`config.mk`:
```
export PLATFORM = sky130hd
export DESIGN_NAME = uart_tx_arbiter
export DESIGN_NICKNAME = d
export VERILOG_FILES = /design/src/rtl/uart_tx_arbiter.sv
export SDC_FILE = /design/constraint.sdc
export NUM_CORES = 1
export LEC_CHECK = 0
export ABC_AREA = 1
export BUFFER_PORTS_ARGS = -buffer_cell sky130_fd_sc_hd__buf_2
export CORE_UTILIZATION = 45
export CTS_CLUSTER_DIAMETER = 80
export CTS_CLUSTER_SIZE = 28
export DETAILED_ROUTE_END_ITERATION = 16
export GPL_TIMING_DRIVEN = 0
export PLACE_DENSITY = 0.71
export RECOVER_POWER = 25
export SLEW_MARGIN = 20
export SYNTH_ARGS = -nofsm -noshare
export SYNTH_HDL_FRONTEND = slang
export SYNTH_SLANG_ARGS = --single-unit
```
`constraint.sdc`:
```
create_clock -name clk -period 2.5 [get_ports clk]
set_clock_uncertainty 0.15 [all_clocks]
set_input_delay 0.125 -clock clk [delete_from_list [all_inputs] [get_ports clk]]
set_output_delay 0.125 -clock clk [all_outputs]
set_load 0.005 [all_outputs]
```
`src/rtl/uart_tx_arbiter.sv`:
```
// Round-robin arbiter sharing one uart_tx byte channel between NUM_REQ print engines.
// Optional grant revoke on idle timeout when ARB_TIMEOUT_EN is defined.
module uart_tx_arbiter #(
  parameter int NUM_REQ   = 4,
  parameter int GUARD_CYC = 2,
  parameter int TIMEOUT   = 4096
) (
  input  logic                 clk,
  input  logic                 rst,
  input  logic [NUM_REQ-1:0]   req,
  output logic [NUM_REQ-1:0]   grant,
  input  logic [NUM_REQ-1:0]   req_tx_en,
  input  logic [8*NUM_REQ-1:0] req_tx_data,
  output logic [NUM_REQ-1:0]   req_tx_busy,
  input  logic                 uart_tx_busy,
  output logic                 uart_tx_en,
  output logic [7:0]           uart_tx_data,
  output logic                 timeout_evt
);

  localparam int PW = $clog2(NUM_REQ);

  if (NUM_REQ < 2 || NUM_REQ > 8 || TIMEOUT < 1) begin : g_bad_cfg
    $error("uart_tx_arbiter: unsupported parameters");
  end

  typedef enum logic [1:0] {
    IDLE,
    OWNED,
    DRAIN
  } state_t;

  state_t        state;
  logic [PW-1:0] rr_ptr;
  logic [PW-1:0] owner;
  logic [PW-1:0] next_ptr;
  logic [PW-1:0] pick;
  logic          pick_vld;
  logic [PW:0]   idx;
  logic [7:0]    hold;
  logic          hold_valid;
  logic [7:0]    guard;
  logic          busy_w;
  logic          accept;
  logic          send;

  // first requester at or after rr_ptr, wrapping
  always_comb begin
    pick     = '0;
    pick_vld = 1'b0;
    idx      = '0;
    for (int i = 0; i < NUM_REQ; i++) begin
      idx = {1'b0, rr_ptr} + (PW+1)'(i);
      if (idx >= (PW+1)'(NUM_REQ))
        idx = idx - (PW+1)'(NUM_REQ);
      if (!pick_vld && req[idx[PW-1:0]]) begin
        pick_vld = 1'b1;
        pick     = idx[PW-1:0];
      end
    end
  end

  assign next_ptr = (owner == PW'(NUM_REQ-1)) ?
                    '0 : owner + 1'b1;
  assign busy_w   = hold_valid | (guard != 8'd0) | uart_tx_busy;
  assign accept   = (state == OWNED) && req_tx_en[owner] && !busy_w;
  assign send     = hold_valid && (guard == 8'd0) && !uart_tx_busy;

  always_comb begin
    req_tx_busy = '1;
    if (state == OWNED)
      req_tx_busy[owner] = busy_w;
  end

`ifdef ARB_TIMEOUT_EN
  logic [15:0] tmo_cnt;
  logic        tmo_quiet;
  logic        tmo_hit;

  assign tmo_quiet = (state == OWNED) && !accept &&
                     !hold_valid && (guard == 8'd0);
  assign tmo_hit   = tmo_quiet && (tmo_cnt == 16'(TIMEOUT-1));

  always_ff @(posedge clk) begin
    if (rst || !tmo_quiet || tmo_hit)
      tmo_cnt <= '0;
    else
      tmo_cnt <= tmo_cnt + 16'd1;
  end
`endif

  always_ff @(posedge clk) begin
    if (rst) begin
      state        <= IDLE;
      grant        <= '0;
      rr_ptr       <= '0;
      owner        <= '0;
      hold         <= '0;
      hold_valid   <= 1'b0;
      guard        <= '0;
      uart_tx_en   <= 1'b0;
      uart_tx_data <= '0;
      timeout_evt  <= 1'b0;
    end else begin
      uart_tx_en  <= 1'b0;
      timeout_evt <= 1'b0;
      if (guard != 8'd0)
        guard <= guard - 8'd1;
      if (send) begin
        uart_tx_en   <= 1'b1;
        uart_tx_data <= hold;
        hold_valid   <= 1'b0;
        guard        <= 8'(GUARD_CYC);
      end
      if (accept) begin
        hold       <= req_tx_data[{owner, 3'b000} +: 8];
        hold_valid <= 1'b1;
      end
      unique case (state)
        IDLE: begin
          if (pick_vld) begin
            grant <= NUM_REQ'(1) << pick;
            owner <= pick;
            state <= OWNED;
          end
        end
        OWNED: begin
          if (!req[owner])
            state <= DRAIN;
`ifdef ARB_TIMEOUT_EN
          else if (tmo_hit) begin
            timeout_evt <= 1'b1;
            grant       <= '0;
            rr_ptr      <= next_ptr;
            state       <= IDLE;
          end
`endif
        end
        DRAIN: begin
          // release only once the last byte and its guard are gone
          if (!hold_valid && guard == 8'd0) begin
            grant  <= '0;
            rr_ptr <= next_ptr;
            state  <= IDLE;
          end
        end
        default: state <= IDLE;
      endcase
    end
  end

endmodule

```
==> Word level (Yosys, flattened, before mapping) <==
Index checks and enable logic that the tools add are counted.
{ "word_totals": {"inputBits": 43, "regBits": 36, "output_inout_bits": 18} }
{ "op_classes": {"n_lt_le_gt_ge": 10, "bitwise": 4, "n_mux": 40, "eq_ne": 6, "reduce_logical": 26, "n_addsub": 9, "n_shift": 2} }
{ "op_table": {"columns": ["op", "n"], "rows": [
  ["variable part select 32 x 6 -> 8 bit", 1],
  ["2-to-1 mux 2 bit", 14],
  ["less-than comparator 2 x 3 -> 1 bit, second input constant", 5],
  ["2-to-1 mux 1 bit", 14],
  ["binary-select mux 1 bit (select 2 bit)", 6],
  ["2-to-1 mux 4 bit", 3],
  [">= comparator 3 bit, second input constant", 3],
  ["logical AND 1 bit", 9],
  ["logical NOT 8 bit", 1],
  ["case mux 4 bit (2 select lines)", 1],
  ["nonzero test 8 bit", 1],
  ["subtractor 2 x 1 -> 2 bit, second input constant", 4],
  ["subtractor 8 x 1 -> 8 bit, second input constant", 1],
  ["adder 2 x 2 -> 3 bit, second input constant", 2],
  ["logical NOT 1 bit", 6],
  ["!= test 2 bit, second input constant", 3],
  ["case mux 2 bit (3 select lines)", 1],
  ["AND reduction 3 bit", 2],
  ["nonzero test 2 bit", 3],
  ["== test 2 bit, second input constant", 2],
  ["inverter 4 bit", 1],
  ["OR 4 bit", 1],
  ["AND reduction 2 bit", 2],
  ["<< shifter 1 x 2 -> 4 bit, first input constant", 1],
  ["other kinds (9)", 10]
]} }

==> Longest topological paths before layout <==
Gate-level depths: netlist of the first run.
{ "logic_depth": {"depth_word": 17, "ltp_mapped": 14, "depth_no_buf": 13} }

==> Worst setup path after synthesis of the first run <==
Ideal clock, no wire load.
{ "synth_path": {"path_type": "register to register", "startpoint": "reg guard[0]", "endpoint": "reg hold[6]", "setup_slack_ns": 0.751, "arrival_ns": 1.483, "period_less_slack_ns": 1.749, "required_time_ns": 2.234, "stages_incl_launch_ff": 11, "path_buffers": 1, "path_cell_list": "dfxtp_1 > inv_1 > ha_1 > nand2_2 > nor2_4 > nand4_4 > nor3_4 > nand3_4 > buf_6 > o21ai_2 > a21oi_1"} }
{ "synth_between": {"elab_chain_cells": 5} }
{ "synth_rtl": {"columns": ["item", "line_no", "rtl"], "rows": [
  ["start, declared", "42", "logic [7:0] guard;"],
  ["start signal, assigned", "108", "guard <= guard - 8'd1;"],
  ["start signal, assigned", "113", "guard <= 8'(GUARD_CYC);"],
  ["nonzero test 8 bit", "65", "assign busy_w = hold_valid | (guard != 8'd0) | uart_tx_busy;"],
  ["OR 1 bit (2 in a row)", "65", null],
  ["logical NOT 1 bit", "66", "assign accept = (state == OWNED) && req_tx_en[owner] && !busy_w;"],
  ["logical AND 1 bit", "66", null],
  ["end signal, assigned", "116", "hold <= req_tx_data[{owner, 3'b000} +: 8];"],
  ["end, declared", "40", "logic [7:0] hold;"]
]} }
Every way passes these cells.
A chain may end at the register's enable or synchronous reset.

==> Worst setup path after layout of the first run <==
{ "layout_path": {"startpoint": "reg guard[0]", "endpoint": "out req_tx_busy[0]"} }
{ "layout_between": {"elab_chain_cells": 5} }
{ "layout_rtl": {"columns": ["item", "line_no", "rtl"], "rows": [
  ["nonzero test 8 bit", "65", null],
  ["OR 1 bit (2 in a row)", "65", null],
  ["OR 4 bit (no source line)", null, null],
  ["2-to-1 mux 4 bit", "71", "if (state == OWNED)"],
  ["end, declared", "14", "output logic [NUM_REQ-1:0] req_tx_busy,"]
]} }
Every way passes these cells.

==> impl_metrics.tcl, run 1 <==
set metrics [dict create \
    p_leak_nw 1.09 \
    cp_data_required_time_ns 2.23 \
    grt_pass1_vias 1719 \
    power_frac_comb_pct 48.8 \
    cp_max_fo 5 \
    cts.path.max_buffers 2 \
    switching_power_uw 981 \
    slew_violations 0 \
    whs_path_depth 4 \
    syn_area_per_cell_sq_um 6.90 \
    syn-cell-area_sq_um 1990 \
    fp-row-count 23 \
    root_buffer "clkbuf_8" \
    fin_setup_tns_ns 0 \
    ys_types 29 \
    cts_hold_buffers 0 \
    internal_power_mw 1.31 \
    rr_worst_depth 10 \
    place_hpwl_mm 3.55 \
    dieArea_sq_um 4700 \
    synth_area_leader_cell "dfxtp_1" \
    cts_made_buffers 5 \
    grt_start_max_net_pins 12 \
    postCtsSetupRepairBufs 0 \
    slew_headroom_pct 61.7 \
    switching_share_pct 42.8 \
    cts_tree "built" \
    die_w_microns 68.6 \
    n_antenna_cell 0 \
    gp_congestion 0.789 \
    ys_ff_latch 36 \
    p_per_area_nw_per_um2 942 \
    synthToLayoutAreaGrowth_pct 22.0 \
    synthArstFlopShare_pct 0 \
    synth_most_common_cell "nand2_1" \
    synth_top_area_share_pct 36.2 \
    cp_data_arrival_time_ns 1.77 \
    worst_slew_pin_slew_ns 0.573 \
    finalHoldViolCount 0 \
    drt-pass1-iter-count 5 \
    ys.flop_type "dfxtp_1" \
    hold_path.class "primary input to flip-flop" \
    max_freq_mhz 489 \
    drive_gt1_share_pct 24.2 \
    globalRouteTotalUtil_pct 20.4 \
    drv_cap 0 \
    power_mw 2.29 \
    crit_type "flip-flop to primary output" \
    drt-wirelength-per-cell_microns 10.9 \
    grt_pass1_wl_mm 7.18 \
    drt_drc_violations_left 0 \
    place.port_buffers 59 \
    cp-end-kind "primary output" \
    htreeDepth 2 \
    layout.nets 403 \
    die_y_microns 68.6 \
    cts_resized 0 \
    finalCritPeriodShare_pct 81.9 \
    netlist_instances 289 \
    ys_warn_count 0 \
    numPlacedInstances 398 \
    num-fill-cells 414 \
    overflow 0 \
    p_seq_share_pct 33.4 \
    yosysSeqAreaShare_pct 36.2 \
    clock_latency_ns 0.28 \
    final-setup-viol-count 0 \
    synthTopCellsByArea "dfxtp_1 (36%), o21ai_0 (11%), nand2_1 (8.7%)" \
    status "finished, final reports clean" \
    period_minus_slack_ns 2.05 \
    vias 2035 \
    stdcell_count 406 \
    wl_mm 4.43 \
    clk_pin_slew_ns 0.07 \
    drt_iter0_markers 123 \
    crit_path_start_kind "flip-flop" \
    synth_nets 337 \
    viasPerCell 5.01 \
    detail-route-antenna-nets 0 \
    synth_edf_count 0 \
    clkPwrFrac_pct 17.8 \
    grt_antenna_before_repair 0 \
    ir_worst_vdd_mv 0.439 \
    rsz0062_at_grt "no" \
    clkSinkCount 36 \
    io_pins 61 \
    initial_core_util_pct 48.4 \
    synth_commonest_cells "nand2_1 (46), o21ai_0 (42), dfxtp_1 (36)" \
    core-area_sq_um 4120 \
]
flip-flops by register name, indices dropped and copies added (netlist names):
| signal | cells |
|---|---|
| rr_ptr | 2 |
| owner | 2 |
| uart_tx_en | 1 |
| hold_valid | 1 |
| state | 2 |
| hold | 8 |
| guard | 8 |
| grant | 4 |
| uart_tx_data | 8 |
logic make-up after synthesis:
| group | after synthesis | share of synthesized area [%] |
|---|---|---|
| buf+inv | 46 | 9.92 |
| fa+ha+maj | 5 | 3.14 |
| flops | 36 | 36.2 |
| xor+xnor | 2 | 0.879 |
| other cells | 1 | 0.188 |
| compound gates | 79 | 20.8 |
| simple gates | 120 | 28.9 |
cells in the final DEF (no fill, tap or decap), types with 2 or more instances in the layout:
| master | count |
|---|---|
| ha_1 | 5 |
| o22ai_1 | 10 |
| clkbuf_1 | 15 |
| a21oi_1 | 24 |
| clkbuf_8 | 6 |
| clkinv_2 | 2 |
| nor3_1 | 2 |
| nand2_2 | 5 |
| inv_2 | 3 |
| nor2_2 | 2 |
| nand4_1 | 2 |
| o21ai_2 | 2 |
| dfxtp_1 | 36 |
| inv_1 | 30 |
| o21ai_0 | 42 |
| nand3_1 | 23 |
| nand3_2 | 2 |
| nand2_1 | 46 |
| nor2_1 | 31 |
| or2_2 | 3 |
| buf_2 | 53 |
| xor2_1 | 2 |
| buf_6 | 2 |
stage by stage:
step / util [%] / instance area (sq um) / hold WS (ns) / setup WS, ns
floorplan: - / 1990 / 0.179 / 0.751
global placement: 57.1 / 2350 / 0.284 / 0.590
detailed placement: 57.1 / 2350 / 0.290 / 0.566
CTS: 59.4 / 2440 / 0.00864 / 0.436
global route: 59.1 / 2430 / 0.0482 / 0.336
finish: 59.1 / 2430 / 0.0174 / 0.454
metal layers:
layer	track usage, %	wire length, microns	vias up
li1	-	-	1086
met1	26.5	2180	871
met2	33.3	1920	70
met3	3.95	242	8
met4	7.55	78	0
met5	0	0	-
critical path, cell delays in order (launching register included):
cell and delay [ns]:
dfxtp_1 0.31, inv_1 0.09, ha_1 0.18, nand2_2 0.08, nor2_4 0.13, nand4_4 0.13
nor3_4 0.27, nand3_1 0.14, buf_2 0.16
layout make-up:
type / instances / area [sq um] / area share, %
Clock inverter: 2 / 10.0 / 0.412
Clock buffer: 6 / 82.6 / 3.40
Multi-Input combinational cell: 207 / 1070 / 44.2
Tap cell: 50 / 62.6 / 2.57
Timing Repair Buffer: 59 / 284 / 11.7
Sequential cell: 36 / 721 / 29.6
Buffer: 12 / 67.6 / 2.78
Inverter: 34 / 130 / 5.35
power by group through the flow:
stage	registers (mW)	logic (mW)	clock network (mW)
floorplan	0.761	0.870	0
global placement	0.774	1.10	0
detailed placement	0.776	1.12	0
CTS	0.765	1.12	0.420
global route	0.780	1.27	0.447
finish	0.765	1.12	0.408
path summary, 6_finish.rpt:
path,slack [ns],startpoint,end
setup reg to reg,0.58,guard[0]$_SDFFE_PP0P_,hold[6]$_SDFFE_PP0P_
hold / removal,0.02,rst,guard[0]$_SDFFE_PP0P_
setup / recovery,0.45,guard[0]$_SDFFE_PP0P_,req_tx_busy[0]
hold reg to reg,0.30,hold[7]$_SDFFE_PP0P_,hold[7]$_SDFFE_PP0P_
No activity file was read; power rests on OpenSTA's default activity.
==> run 2, diff against run 1 <==
clock period = 2 ns   (was 2.5 ns; I/O delays follow)
==> impl_metrics.tcl, run 2 (synthesis results as in run 1) <==
set metrics [dict create \
    status "finished, final reports clean" \
    hp-start "req_tx_data[3]" \
    grtUsageMet3_pct 3.95 \
    initial_core_util_pct 48.4 \
    period_minus_slack_ns 1.91 \
    finalHoldViolCount 0 \
    grt.met2_usage_pct 35.3 \
    crit_type "flip-flop to primary output" \
    p_leak_nw 1.13 \
    finalCritPeriodShare_pct 95.5 \
    postLayoutSetupSlackWorst_ns 0.0904 \
    crit_path_start_kind "flip-flop" \
    detail-route-antenna-nets 0 \
    rsz0062_at_grt "yes" \
    rr_startpoint "guard[1]$_SDFFE_PP0P_" \
    place.port_buffers 59 \
    layout.nets 411 \
    vias 2070 \
    cp_data_arrival_time_ns 1.66 \
    place_ws_ns 0.0656 \
    place_hpwl_mm 3.55 \
    ir_worst_vdd_mv 0.550 \
    grt_start_max_net_pins 12 \
    grt_antenna_before_repair 0 \
    worst_slew_pin_slew_ns 0.677 \
    cp_data_required_time_ns 1.75 \
    drive_gt1_share_pct 27.7 \
    dieArea_sq_um 4700 \
    p_per_area_nw_per_um2 1190 \
    clk_pin_slew_ns 0.07 \
    final-setup-viol-count 0 \
    grt_pass1_vias 1778 \
    crit_start "guard[1]$_SDFFE_PP0P_" \
    drt-pass1-iter-count 5 \
    grt_pass1_wl_mm 7.51 \
    cts_tree "built" \
    fin_setup_tns_ns 0 \
    cp_max_fo 5 \
    fin_hold_ws_ns 0.124 \
    globalRouteTotalUtil_pct 21.4 \
    cp-end-kind "primary output" \
    overflow 0 \
    gp_congestion 0.789 \
    clock_latency_ns 0.28 \
    cp_slowest_cell "dfxtp_2" \
    drt-wirelength-per-cell_microns 11.1 \
    hold_path.class "primary input to flip-flop" \
    max_freq_mhz 524 \
    cp_slowest_stage_delay_ns 0.33 \
    root_buffer "clkbuf_8" \
    synthToLayoutAreaGrowth_pct 27.0 \
    drt_drc_violations_left 0 \
    rr_worst_depth 11 \
    crit_chain "inv_2 -> ha_4 -> nand2_4 -> nor2_4 -> nand4_4 -> nor3_4 -> nand3_1 -> buf_2" \
    whs_path_depth 5 \
    htreeDepth 2 \
    final_cell_mix "buf_2 (54), nand2_1 (44), o21ai_0 (37), dfxtp_1 (34), nor2_1 (31)" \
    grtUsageMet1_pct 27.7 \
    grt_busiest_layer "met2" \
    wl_mm 4.60 \
    slew_violations 0 \
    drt_iter0_markers 101 \
    io_pins 61 \
    drv_cap 0 \
    die_y_microns 68.6 \
    cts_made_buffers 5 \
    viasPerCell 5.00 \
    core-area_sq_um 4120 \
    fp-row-count 23 \
    top_regs "guard (8), hold (8), uart_tx_data (8)" \
    cts.path.max_buffers 2 \
    n_antenna_cell 0 \
    power_mw 3.02 \
    final_common_cell "buf_2" \
    slew_headroom_pct 54.7 \
    clkSinkCount 36 \
    die_w_microns 68.6 \
]
==> run 2: report_power, final <==
part | internal, mW | total [mW] | leakage, nW | switching, mW
Combinational | 0.593 | 1.55 | 0.785 | 0.955
Clock | 0.274 | 0.508 | 0.0510 | 0.234
Sequential | 0.861 | 0.962 | 0.294 | 0.101
==> run 2: what timing repair did <==
| item | CTS | global route |
|---|---|---|
| cloned | 2 | 0 |
| endpoints found under the hold margin | 1 | 0 |
| setup buffers | 4 | 1 |
| pin swaps | 4 | 4 |
| setup endpoints to repair | 4 | 27 |
| gates resized for setup | 7 | 10 |
| hold buffers | 1 | 0 |
==> run 2: final timing paths <==
check | to | slack, ns
worst min register to register | hold[7]$_SDFFE_PP0P_ | 0.30
worst min-delay path | hold[3]$_SDFFE_PP0P_ | 0.12
worst max-delay path | req_tx_busy[0] | 0.09
worst max register to register | hold[6]$_SDFFE_PP0P_ | 0.10
==> run 2: area by class of cell <==
cell class	count	area (sq um)
multi-input combinational	208	1110
buffer	12	67.6
fill	397	1580
tap	50	62.6
timing repair buffer	66	348
sequential	36	723
clock inverter	2	10.0
clock buffer	6	82.6
inverter	34	130
==> run 2: stage by stage <==
step	cell area [sq um]	util [%]	instances
global placement	2350	57.1	398
detailed placement	2350	57.1	398
finish	2530	61.5	414
CTS	2520	61.2	413
global route	2530	61.5	414
floorplan	1990	-	289
==> run 2: worst max-delay path, delay by kind of cell (launching register included) <==
kind | cells | cell delay [ns]
AND/OR/NAND/NOR | 5 | 0.68
flip-flops | 1 | 0.33
buffers and inverters | 2 | 0.23
adder cells (fa/ha/maj) | 1 | 0.15
==> run 2: metal layers <==
layer | share of wire, % | up-vias | wire length, microns
li1 | - | 1105 | -
met1 | 49 | 887 | 2240
met2 | 45 | 70 | 2050
met3 | 5.0 | 8 | 229
met4 | 1.7 | 0 | 78
met5 | 0 | - | 0
